<file path="src/rtl/router_pkt_tx.sv">
// router_pkt_tx: buffers one packet's payload, then streams header, payload
// bytes and an XOR parity byte to the router, honouring busy backpressure.
module router_pkt_tx (
  input  logic       clk,
  input  logic       resetn,
  input  logic       req_valid,
  output logic       req_ready,
  input  logic [1:0] req_addr,
  input  logic [5:0] req_len,
  output logic       req_err,
  input  logic       pay_valid,
  input  logic [7:0] pay_data,
  output logic       pay_ready,
  input  logic       busy,
  output logic       pkt_valid,
  output logic [7:0] data_out,
  output logic       tx_done
);
  localparam int unsigned AW    = 2;
  localparam int unsigned LW    = 6;
  localparam int unsigned DW    = 8;
  localparam int unsigned DEPTH = 64;

  typedef enum logic [2:0] {IDLE, LOAD, HEADER, PAYLOAD, PARITY, GAP} state_e;

  state_e        state_q, state_d;
  logic [AW-1:0] addr_q, addr_d;
  logic [LW-1:0] len_q, len_d;
  logic [LW-1:0] fill_q, fill_d;
  logic [LW-1:0] rd_q, rd_d;
  logic [DW-1:0] parity_q, parity_d;
  logic [DW-1:0] data_q, data_d;
  logic          valid_q, valid_d;
  logic          err_q, err_d;
  logic          done_q, done_d;
  logic          gap_q, gap_d;
  logic [DW-1:0] mem_q [DEPTH];
  logic [DW-1:0] header;
  logic          wr_en;

  assign header    = {len_q, addr_q};
  assign req_ready = (state_q == IDLE);
  assign pay_ready = (state_q == LOAD) && (fill_q < len_q);
  assign wr_en     = pay_valid && pay_ready;

  assign pkt_valid = valid_q;
  assign data_out  = data_q;
  assign req_err   = err_q;
  assign tx_done   = done_q;

  // Output registers are loaded on the edge that enters each state, so
  // data_out/pkt_valid only move on an edge where the current byte transfers.
  always_comb begin
    state_d  = state_q;
    addr_d   = addr_q;
    len_d    = len_q;
    fill_d   = fill_q;
    rd_d     = rd_q;
    parity_d = parity_q;
    data_d   = data_q;
    valid_d  = valid_q;
    gap_d    = gap_q;
    err_d    = 1'b0;
    done_d   = 1'b0;
    unique case (state_q)
      IDLE: begin
        if (req_valid) begin
          if (req_addr == 2'd3) begin
            err_d = 1'b1;
          end else begin
            addr_d   = req_addr;
            len_d    = req_len;
            fill_d   = '0;
            rd_d     = '0;
            parity_d = '0;
            if (req_len == '0) begin
              state_d = HEADER;
              valid_d = 1'b1;
              data_d  = {req_len, req_addr};
            end else begin
              state_d = LOAD;
            end
          end
        end
      end
      LOAD: begin
        if (wr_en) begin
          fill_d = fill_q + 6'd1;
          if (fill_q == len_q - 6'd1) begin
            state_d = HEADER;
            valid_d = 1'b1;
            data_d  = header;
          end
        end
      end
      HEADER: begin
        if (!busy) begin
          parity_d = parity_q ^ header;
          if (len_q == '0) begin
            state_d = PARITY;
            valid_d = 1'b0;
            data_d  = parity_q ^ header;
          end else begin
            state_d = PAYLOAD;
            data_d  = mem_q[0];
          end
        end
      end
      PAYLOAD: begin
        if (!busy) begin
          parity_d = parity_q ^ data_q;
          if (rd_q == len_q - 6'd1) begin
            state_d = PARITY;
            valid_d = 1'b0;
            data_d  = parity_q ^ data_q;
          end else begin
            rd_d   = rd_q + 6'd1;
            data_d = mem_q[rd_q + 6'd1];
          end
        end
      end
      PARITY: begin
        if (!busy) begin
          state_d = GAP;
          done_d  = 1'b1;
          data_d  = '0;
          gap_d   = 1'b0;
        end
      end
      GAP: begin
        gap_d = 1'b1;
        if (gap_q && !busy) state_d = IDLE;
      end
      default: state_d = IDLE;
    endcase
  end

  always_ff @(posedge clk or posedge resetn) begin
    if (resetn) begin
      state_q  <= IDLE;
      addr_q   <= '0;
      len_q    <= '0;
      fill_q   <= '0;
      rd_q     <= '0;
      parity_q <= '0;
      data_q   <= '0;
      valid_q  <= 1'b0;
      err_q    <= 1'b0;
      done_q   <= 1'b0;
      gap_q    <= 1'b0;
    end else begin
      state_q  <= state_d;
      addr_q   <= addr_d;
      len_q    <= len_d;
      fill_q   <= fill_d;
      rd_q     <= rd_d;
      parity_q <= parity_d;
      data_q   <= data_d;
      valid_q  <= valid_d;
      err_q    <= err_d;
      done_q   <= done_d;
      gap_q    <= gap_d;
    end
  end

  // Payload storage needs no reset; stale contents are never read.
  always_ff @(posedge clk) begin
    if (wr_en) mem_q[fill_q] <= pay_data;
  end

endmodule

</file>
<file path="config.mk">
export PLATFORM = sky130hd
export DESIGN_NAME = router_pkt_tx
export DESIGN_NICKNAME = d
export VERILOG_FILES = /design/src/rtl/router_pkt_tx.sv
export SDC_FILE = /design/constraint.sdc
export NUM_CORES = 1
export LEC_CHECK = 0
export CAP_MARGIN = 40
export CORE_MARGIN = 5
export CORE_UTILIZATION = 40
export CTS_BUF_LIST = sky130_fd_sc_hd__clkbuf_4 sky130_fd_sc_hd__clkbuf_8
export DETAILED_ROUTE_END_ITERATION = 10
export GPL_ROUTABILITY_DRIVEN = 0
export HOLD_SLACK_MARGIN = 0.05
export SLEW_MARGIN = 15
export SYNTH_ARGS = -nofsm -noshare
export SYNTH_HDL_FRONTEND = slang
export SYNTH_SLANG_ARGS = --single-unit
</file>
<file path="constraint.sdc">
create_clock -name clk -period 2.9 [get_ports clk]
set_input_delay 0.58 -clock clk [delete_from_list [all_inputs] [get_ports clk]]
set_output_delay 0.58 -clock clk [all_outputs]
set_load 0.01 [all_outputs]
</file>
==> Word-level counts from Yosys, hierarchy flattened <==
Memory sizes are Yosys's and may differ from the RTL's.
Index checks and enable logic that the tools add are counted.
{ "word_totals": {"reg_bits": 43, "ram_bits": 512, "out_inout_bits": 13, "memories": 1} }
{ "op_classes": {"add_sub_neg": 3, "magnitude_cmp": 1, "n_eq_ne": 20, "muxes": 54, "bitwise": 3, "reduce_logical": 21} }
{ "mem_list": {"columns": ["name", "depth", "word_bits", "rd", "rd_clocked_by_memory_dff", "write_ports", "line_no", "rtl"], "rows": [
  ["mem_q", 64, 8, 2, 0, 1, "37", "logic [DW-1:0] mem_q [DEPTH];"]
]} }
{ "ops": {"columns": ["operator", "count"], "rows": [
  ["8-bit two-way mux", 14],
  ["8-bit case mux with 5 select lines", 1],
  ["3-bit two-way mux", 10],
  ["6-bit two-way mux", 5],
  ["6-bit case mux with 2 select lines", 2],
  ["8-bit case mux with 3 select lines", 1],
  ["2-bit != test (second input constant)", 10],
  ["3-bit case mux with 6 select lines", 1],
  ["9-bit AND reduction", 2],
  ["1-bit two-way mux", 17],
  ["8-bit bitwise XOR", 2],
  ["6-bit by 1-bit adder with 6-bit output (second input constant)", 2],
  ["6-bit equality test", 2],
  ["6-bit logical NOT", 2],
  ["10-bit AND reduction", 1],
  ["5-bit AND reduction", 2],
  ["3-bit by 2-bit equality test with 1-bit output (second input constant)", 2],
  ["3-bit equality test (second input constant)", 2],
  ["6-bit < comparator", 1],
  ["2-bit nonzero test", 3],
  ["6-bit by 1-bit subtractor with 6-bit output (second input constant)", 1],
  ["5-bit nonzero test", 1],
  ["2-bit by 1-bit != test with 1-bit output (second input constant)", 2],
  ["1-bit case mux with 4 select lines", 1],
  ["other kinds (13)", 15]
]} }

==> Logic depth before layout (Yosys ltp) <==
Gate-level depths: netlist (run 1).
{ "logic_depth": {"word_depth": 5, "mapped_depth": 12, "depth_no_buf": 9} }

==> Worst setup path before layout (run 1) <==
No wires, ideal clock.
{ "synth_timing": {"kind": "register -> register", "from": "register len_q[3]", "to": "memory mem_q[8][0], enable pin", "setup_ps": 383, "arrival_time_ps": 2821, "required_time_ps": 2517, "setup_slack_ps": -305, "stages_incl_launch_ff": 11, "path_cell_list": "dfrtp_1 > clkbuf_1 > inv_1 > ha_1 > or4_4 > o21ai_2 > and2_4 > buf_8 > and2b_1 > nand2_1 > nor3_1"} }
{ "synth_via": {"elab_chain_cells": 5} }
{ "synth_lines": {"columns": ["item", "line_no", "rtl"], "rows": [
  ["start: declaration", "28", "logic [LW-1:0] len_q, len_d;"],
  ["start signal: assignment", "154", "len_q <= len_d;"],
  ["6-bit < comparator", "43", "assign pay_ready = (state_q == LOAD) && (fill_q < len_q);"],
  ["1-bit logical AND", "43", null],
  ["via pay_ready", "13", "output logic pay_ready,"],
  ["1-bit logical AND", "44", "assign wr_en = pay_valid && pay_ready;"],
  ["1-bit two-way mux", "168", "if (wr_en) mem_q[fill_q] <= pay_data;"],
  ["1-bit two-way mux (implied by the code)", "168", null],
  ["end: declaration", "37", null]
]} }
The timed path passes the listed nets, and every way through them passes these cells.

==> Worst setup path in the final report (run 1) <==
{ "layout_timing": {"from": "register rd_q[0]", "to": "register data_q[1] (netlist: data_out[1])"} }
{ "layout_via": {"elab_chain_cells": 5, "word_cells_on_any_way": 6} }
{ "layout_lines": {"columns": ["item", "line_no", "rtl"], "rows": [
  ["start: declaration", "30", "logic [LW-1:0] rd_q, rd_d;"],
  ["start signal: assignment", "156", "rd_q <= rd_d;"],
  ["6-bit by 1-bit adder with 6-bit output", "118", "data_d = mem_q[rd_q + 6'd1];"],
  ["memory read 64 x 8 bit", null, null],
  ["8-bit two-way mux *", "112", "if (rd_q == len_q - 6'd1) begin"],
  ["8-bit two-way mux *", "110", "if (!busy) begin"],
  ["8-bit case mux with 5 select lines *", "65", "unique case (state_q)"],
  ["end signal: assignment", "158", "data_q <= data_d;"],
  ["end: declaration", "32", "logic [DW-1:0] data_q, data_d;"]
]} }
Every way passes the cells marked *; elsewhere a longest branch is shown, timed or not. The select of a mux whose other input is x is not followed.
A chain may end at the register's enable or synchronous reset.

==> results of run 1 <==
[layout make-up]
type                    instances  area (sq um)
inverters                      23         86.33
flip-flops and latches        555         16460
clock buffers                 118          1455
clock inverters                40         267.8
diodes                          1         2.502
repair buffers                213          1810
multi-input cells             883          6659
fillers                      5025         30220
well taps                     765         957.2
[worst paths after layout]
| kind | endpoint | start | slack (ps) |
|---|---|---|---|
| worst min register to register | gap_q$_DFFE_PP0P_ | gap_q$_DFFE_PP0P_ | 540 |
| worst min-delay path | data_out[2]$_DFFE_PP0P_ | resetn | 260 |
| worst max register to register | data_out[1]$_DFFE_PP0P_ | rd_q[0]$_DFFE_PP0P_ | 50 |
| worst max-delay path | data_out[1]$_DFFE_PP0P_ | rd_q[0]$_DFFE_PP0P_ | 50 |
| max in group asynchronous | len_q[2]$_DFFE_PP0P_ | resetn | 1940 |
| min in group clk | mem_q[49][6]$_DFFE_PP_ | pay_data[6] | 320 |
[critical path, delay by kind of cell, from the launching register on]
kind / cells / cell delay, ps
AOI/OAI and AO/OA: 4 / 890
adders and majority gates: 1 / 360
buffers and inverters: 2 / 350
DFF: 1 / 490
muxes: 2 / 630
[flip-flops by register name, summed over array words and instances, names as in the netlist, 2 cells and up]
name,cells
addr_q,2
data_out,8
fill_q,6
len_q,6
mem_q,512
parity_q,8
rd_q,6
state_q,3
[cell usage in the layout (no fill, tap or decap), drive strengths merged, types with 10 or more instances in the layout]
cell type	instances
mux2i	53
xnor2	23
nor2b	11
nor2	106
mux4	80
nand3	79
clkdlybuf4s50	23
ha	10
clkbuf	118
buf	189
edfxtp	512
dfrtp	43
inv	29
nand2b	15
nand4	14
o21ai	44
clkinv	31
or3	10
nand2	194
nor3	22
a21oi	46
o211ai	12
a31oi	12
[layer usage]
metal | share of wire (%) | vias to the layer above | routed length, um
met3 | 7.6 | 83 | 4662
met1 | 43 | 7287 | 26390
met2 | 47 | 567 | 28570
met4 | 2.8 | 0 | 1741
li1 | - | 6453 | -
met5 | 0 | - | 0
[what timing repair did]
| action | 4_1_cts | 5_1_grt |
|---|---|---|
| resized for setup | 8 | 13 |
| setup buffers | 0 | 4 |
| endpoints found under the setup margin | 4 | 86 |
| cloned | 0 | 0 |
| pin swaps | 2 | 1 |
[power by group]
| part | switching (uW) | total, uW | internal (uW) |
|---|---|---|---|
| clock network | 3090 | 6560 | 3470 |
| logic | 3940 | 6840 | 2910 |
| registers | 322 | 9380 | 9060 |
| total | 7350 | 22800 | 15400 |
[per-stage QoR]
step / setup slack (ps) / instance area [sq um] / setup TNS [ps] / util (%)
floorplan: -131.4 / 23530 / -29790 / -
global placement: -106.1 / 25870 / -106.1 / 44.67
detailed placement: -48.93 / 25870 / -48.93 / 44.67
CTS: -50.70 / 27610 / -50.70 / 47.67
global route: -12.71 / 27700 / -22.14 / 47.82
finish: 49.55 / 27700 / 0 / 47.82
[kinds of logic after synthesis]
kind of cell,synth area share (%)
flip-flops,69.98
AND/OR/NAND/NOR,9.543
AO/OA/AOI/OAI,6.302
multiplexers,10.35
buffers and inverters,2.145
XOR/XNOR,1.150
adder cells (fa/ha/maj),0.5322
==> impl_metrics.yaml, run 1 <==
hold_path:
  min_path_type: "input pin to async pin"
outcome:
  status: "finished, final reports clean"
detailed_routing:
  drc: 0
  firstDrtPassIters: 8
  ant_nets: 0
  wire_per_inst_um: 23.62
  vias: 14390
  viasPerCell: 5.539
  drtIter0Drc: 1277
  finalWirelength_mm: 61.37
placement:
  port_buffers: 33
  dpl.cell_count: 2436
  dp_hpwl_mm: 40.76
logic_synthesis:
  synthMostInstantiatedCell: "edfxtp_1"
  synthArstFlopShare_pct: 7.748
  avgSynthCellArea_sq_um: 15.12
  synth_edf_count: 512
  synth_warnings: 0
  synthTopCellsByCount: "edfxtp_1, nand2_1, nor2_1"
  synth_ff_type: "edfxtp_1"
  syn_area_sq_um: 23510
  yosysTopAreaCell: "edfxtp_1"
  synth_cell_types: 82
  syn_inst: 1555
  yosysSeqAreaShare_pct: 69.98
  synth_area_leaders: "edfxtp_1, mux4_2, dfrtp_1"
  synth_top_area_share_pct: 65.40
  synth_nets: 1586
  ys_ff_latch: 555
clocking:
  cts_tree: "yes"
  cts.sinks: 555
  clock_latency_ps: 700
  cts-root-buf: "clkbuf_8"
  h-tree-depth: 3
  cts_buffers: 88
  clk_pin_slew_ps: 70
  cts_max_path_buffers: 3
  ctsHoldBuffers: 0
sta:
  slew_viol_final: 0
  layout_min_cycle_time_ps: 2850
  post-route-period-util_pct: 98.29
  finalSetupViolCount: 0
  relSlewSlack_pct: 45.75
  worst_pin_slew_ps: 813.8
  hold_viol_final: 0
  holdWs_ps: 262.8
  max_freq_mhz: 350.8
  finalClockSkew_ps: 36.64
pwr:
  p_per_area_nw_per_um2: 822.7
  p_leak_uw: 0.009295
  irDropWorstVdd_uv: 620.7
  total_power_uw: 22790
setup_path:
  worstSetupStartpointType: "flip-flop"
  cp_max_fo: 14
  worst_path_largest_cell_delay_ps: 490
  worst-r2r-cell-count: 9
  cp.required_ps: 3490
  crit_type: "flip-flop to flip-flop"
  crit_path_end_kind: "flip-flop"
  worstPathCellList: "ha_4 -> buf_12 -> buf_4 -> mux4_2 -> mux2i_1 -> a221oi_1 -> a211o_1 -> a21o_1 -> a22o_1"
  critPathSlowestCell: "dfrtp_4"
  worstPathArrival_ps: 3440
floorplanning:
  die_x_um: 252.4
  dieArea_sq_um: 63720
  ios: 34
  design.core.area_sq_um: 57920
  fp-row-count: 88
  initial_utilization_pct: 40.59
  chipHeight_um: 252.4
global_routing:
  first_global_vias: 14460
  grt_max_degree: 65
  grt_pass1_wl_mm: 92.48
  grt_overflow: 0
  grt_usage_pct: 19.18
  antenna_found_initial: 1
  met1_usage_pct: 26.99
  grt_util_met2_pct: 29.64
  met3_usage_pct: 4.528
  top_usage_layer: "met2"
cells_and_area:
  drive_gt1_share_pct: 24.73
  instances_no_fill: 2598
  fin_nets: 1795
  syn_to_final_growth_pct: 17.81
flow_run:
  drv_cap: 0
Note: power is estimated with default switching activity, not from simulation.
==> run 2: changes to the inputs <==
- HOLD_SLACK_MARGIN: 0.05 -> unset
- SLEW_MARGIN: 15 -> unset
==> results of run 2 <==
Same layout as run 1: the final DEF is identical, and so are final timing and power.
==> run 3: changes to the inputs <==
- CORE_ASPECT_RATIO: unset -> 2
==> impl_metrics.yaml, run 3 (synthesis gave the netlist of run 1 again) <==
setup_path:
  crit_path_end_kind: "output port"
  critPathSlowestCell: "or4_4"
  r2r_end: "data_out[1]$_DFFE_PP0P_"
  crit_top_cell: "buf_6"
  worst_path_largest_cell_delay_ps: 440
  rrSetupSlack_ps: 70
  cp.required_ps: 2320
  worstPathCellList: "or3b_4 -> or4_4 -> o21ai_4 -> buf_6 -> buf_6"
  crit_type: "flip-flop to output port"
  rr_startpoint: "rd_q[0]$_DFFE_PP0P_"
  worstPathArrival_ps: 2280
  worst-r2r-cell-count: 10
  worstSetupStartpointType: "flip-flop"
  cp_max_fo: 2
detailed_routing:
  vias: 14630
  wire_per_inst_um: 25.61
  drtIter0Drc: 1375
  drc: 0
  viasPerCell: 5.645
  finalWirelength_mm: 66.35
  firstDrtPassIters: 6
  ant_nets: 0
pwr:
  p_per_area_nw_per_um2: 815.6
  p_leak_uw: 0.009323
  irDropWorstVdd_uv: 416.0
floorplanning:
  dieArea_sq_um: 64010
  die_x_um: 181.4
  fp-row-count: 125
  ios: 34
  chipHeight_um: 352.8
  initial_utilization_pct: 40.41
  design.core.area_sq_um: 58180
cells_and_area:
  fin_nets: 1803
  fin_area_sq_um: 27860
  largest-register: "mem_q"
  nFillCells: 5036
  mostFrequentLayoutCells: "edfxtp_1, nand2_1, buf_4"
  largest_register_ff_count: 512
  final_common_cell: "edfxtp_1"
  syn_to_final_growth_pct: 18.51
  drive_gt1_share_pct: 25.16
global_routing:
  grt_max_degree: 65
  grt_pass1_wl_mm: 97.84
  grt_usage_pct: 20.46
  antenna_found_initial: 1
  grt_overflow: 0
  first_global_vias: 15110
clocking:
  cts-root-buf: "clkbuf_8"
  cts_max_path_buffers: 3
  clk_pin_slew_ps: 70
  cts.sinks: 555
  h-tree-depth: 3
  clock_latency_ps: 680
  cts_buffers: 73
  ctsHoldBuffers: 0
  cts_tree: "yes"
placement:
  dp_hpwl_mm: 45.79
  port_buffers: 33
  place_area_sq_um: 26160
  pre_cts_slack_ps: -117.2
sta:
  hold_viol_final: 0
  rsz0062_at_grt: "true"
  worst_pin_slew_ps: 781.1
  relSlewSlack_pct: 47.93
  layout_min_cycle_time_ps: 2857
  max_freq_mhz: 350.1
  slew_viol_final: 0
  finalSetupViolCount: 0
  post-route-period-util_pct: 98.51
  setup_ws_ps: 43.35
  finalClockSkew_ps: 57.50
  fin_tns_setup_ps: 0
outcome:
  status: "finished, final reports clean"
flow_run:
  drv_cap: 0
hold_path:
  min_path_type: "input pin to async pin"
[run 3: changes by cell type in the layout (fill, tap and decap cells not counted), sizes merged, moves of 3 or more]
cell	before	now
inv	29	26
clkinvlp	1	4
clkinv	31	27
clkbuf	118	94
bufinv	2	5
buf	189	209
[run 3: area by class of cell]
cell class | instances | area, sq um | area share [%]
Clock buffer | 92 | 1166 | 4.186
Inverter | 23 | 86.33 | 0.3099
Multi-Input combinational cell | 883 | 6685 | 24.00
Antenna cell | 1 | 2.502 | 0.008982
Sequential cell | 555 | 16460 | 59.06
Clock inverter | 39 | 324.1 | 1.163
Tap cell | 762 | 953.4 | 3.422
Timing Repair Buffer | 236 | 2187 | 7.850
[run 3: routing by layer]
layer / up-vias / global-route usage (%) / share of wire, %
met2: 548 / 38.67 / 55
met1: 7431 / 21.27 / 34
met4: 0 / 11.87 / 6.9
li1: 6452 / - / -
met3: 194 / 2.791 / 4.7
met5: - / 0 / 0
[run 3: worst max-delay path by stage]
stage | start | to | slack, ps | cells past startpoint
2_1_floorplan | len_q[3]$_DFFE_PP0P_ | mem_q[59][0]$_DFFE_PP_ | -130 | 10
3_3_place_gp | rd_q[0]$_DFFE_PP0P_ | data_out[2]$_DFFE_PP0P_ | -130 | 8
3_5_place_dp | rd_q[0]$_DFFE_PP0P_ | data_out[4]$_DFFE_PP0P_ | -120 | 7
4_1_cts | state_q[1]$_DFFE_PP0P_ | pay_ready | -40 | 5
5_1_grt | state_q[1]$_DFFE_PP0P_ | pay_ready | -10 | 5
6_report | state_q[1]$_DFFE_PP0P_ | pay_ready | 40 | 5
[run 3: per-stage QoR]
stage / utilization (%) / cells / power (uW) / hold WS (ps)
after floorplan: - / 1555 / 13660 / 487.8
after global placement: 44.96 / 2455 / 16470 / 499.2
after detailed placement: 44.96 / 2455 / 16550 / 517.2
after CTS: 47.65 / 2587 / 22700 / 310.5
after global routing: 47.89 / 2591 / 23690 / 378.1
final: 47.89 / 2591 / 22720 / 332.2
[run 3: timing repair]
action                     CTS  global route
setup endpoints to repair   12            42
pin swaps                    1             4
setup buffers                0             2
cloned                       1             1
resized for setup           16            24
[run 3: critical path: cells and delay by family (launching register included)]
family	cells	cell delay (ps)
AOI/OAI and AO/OA	1	160
DFF	1	390
buffers and inverters	2	210
and+or+nand+nor	2	840
[run 3: report_power, final]
part           internal, uW  switching, uW
Combinational          3220           4160
Sequential             9050            320
Clock                  3110           2860
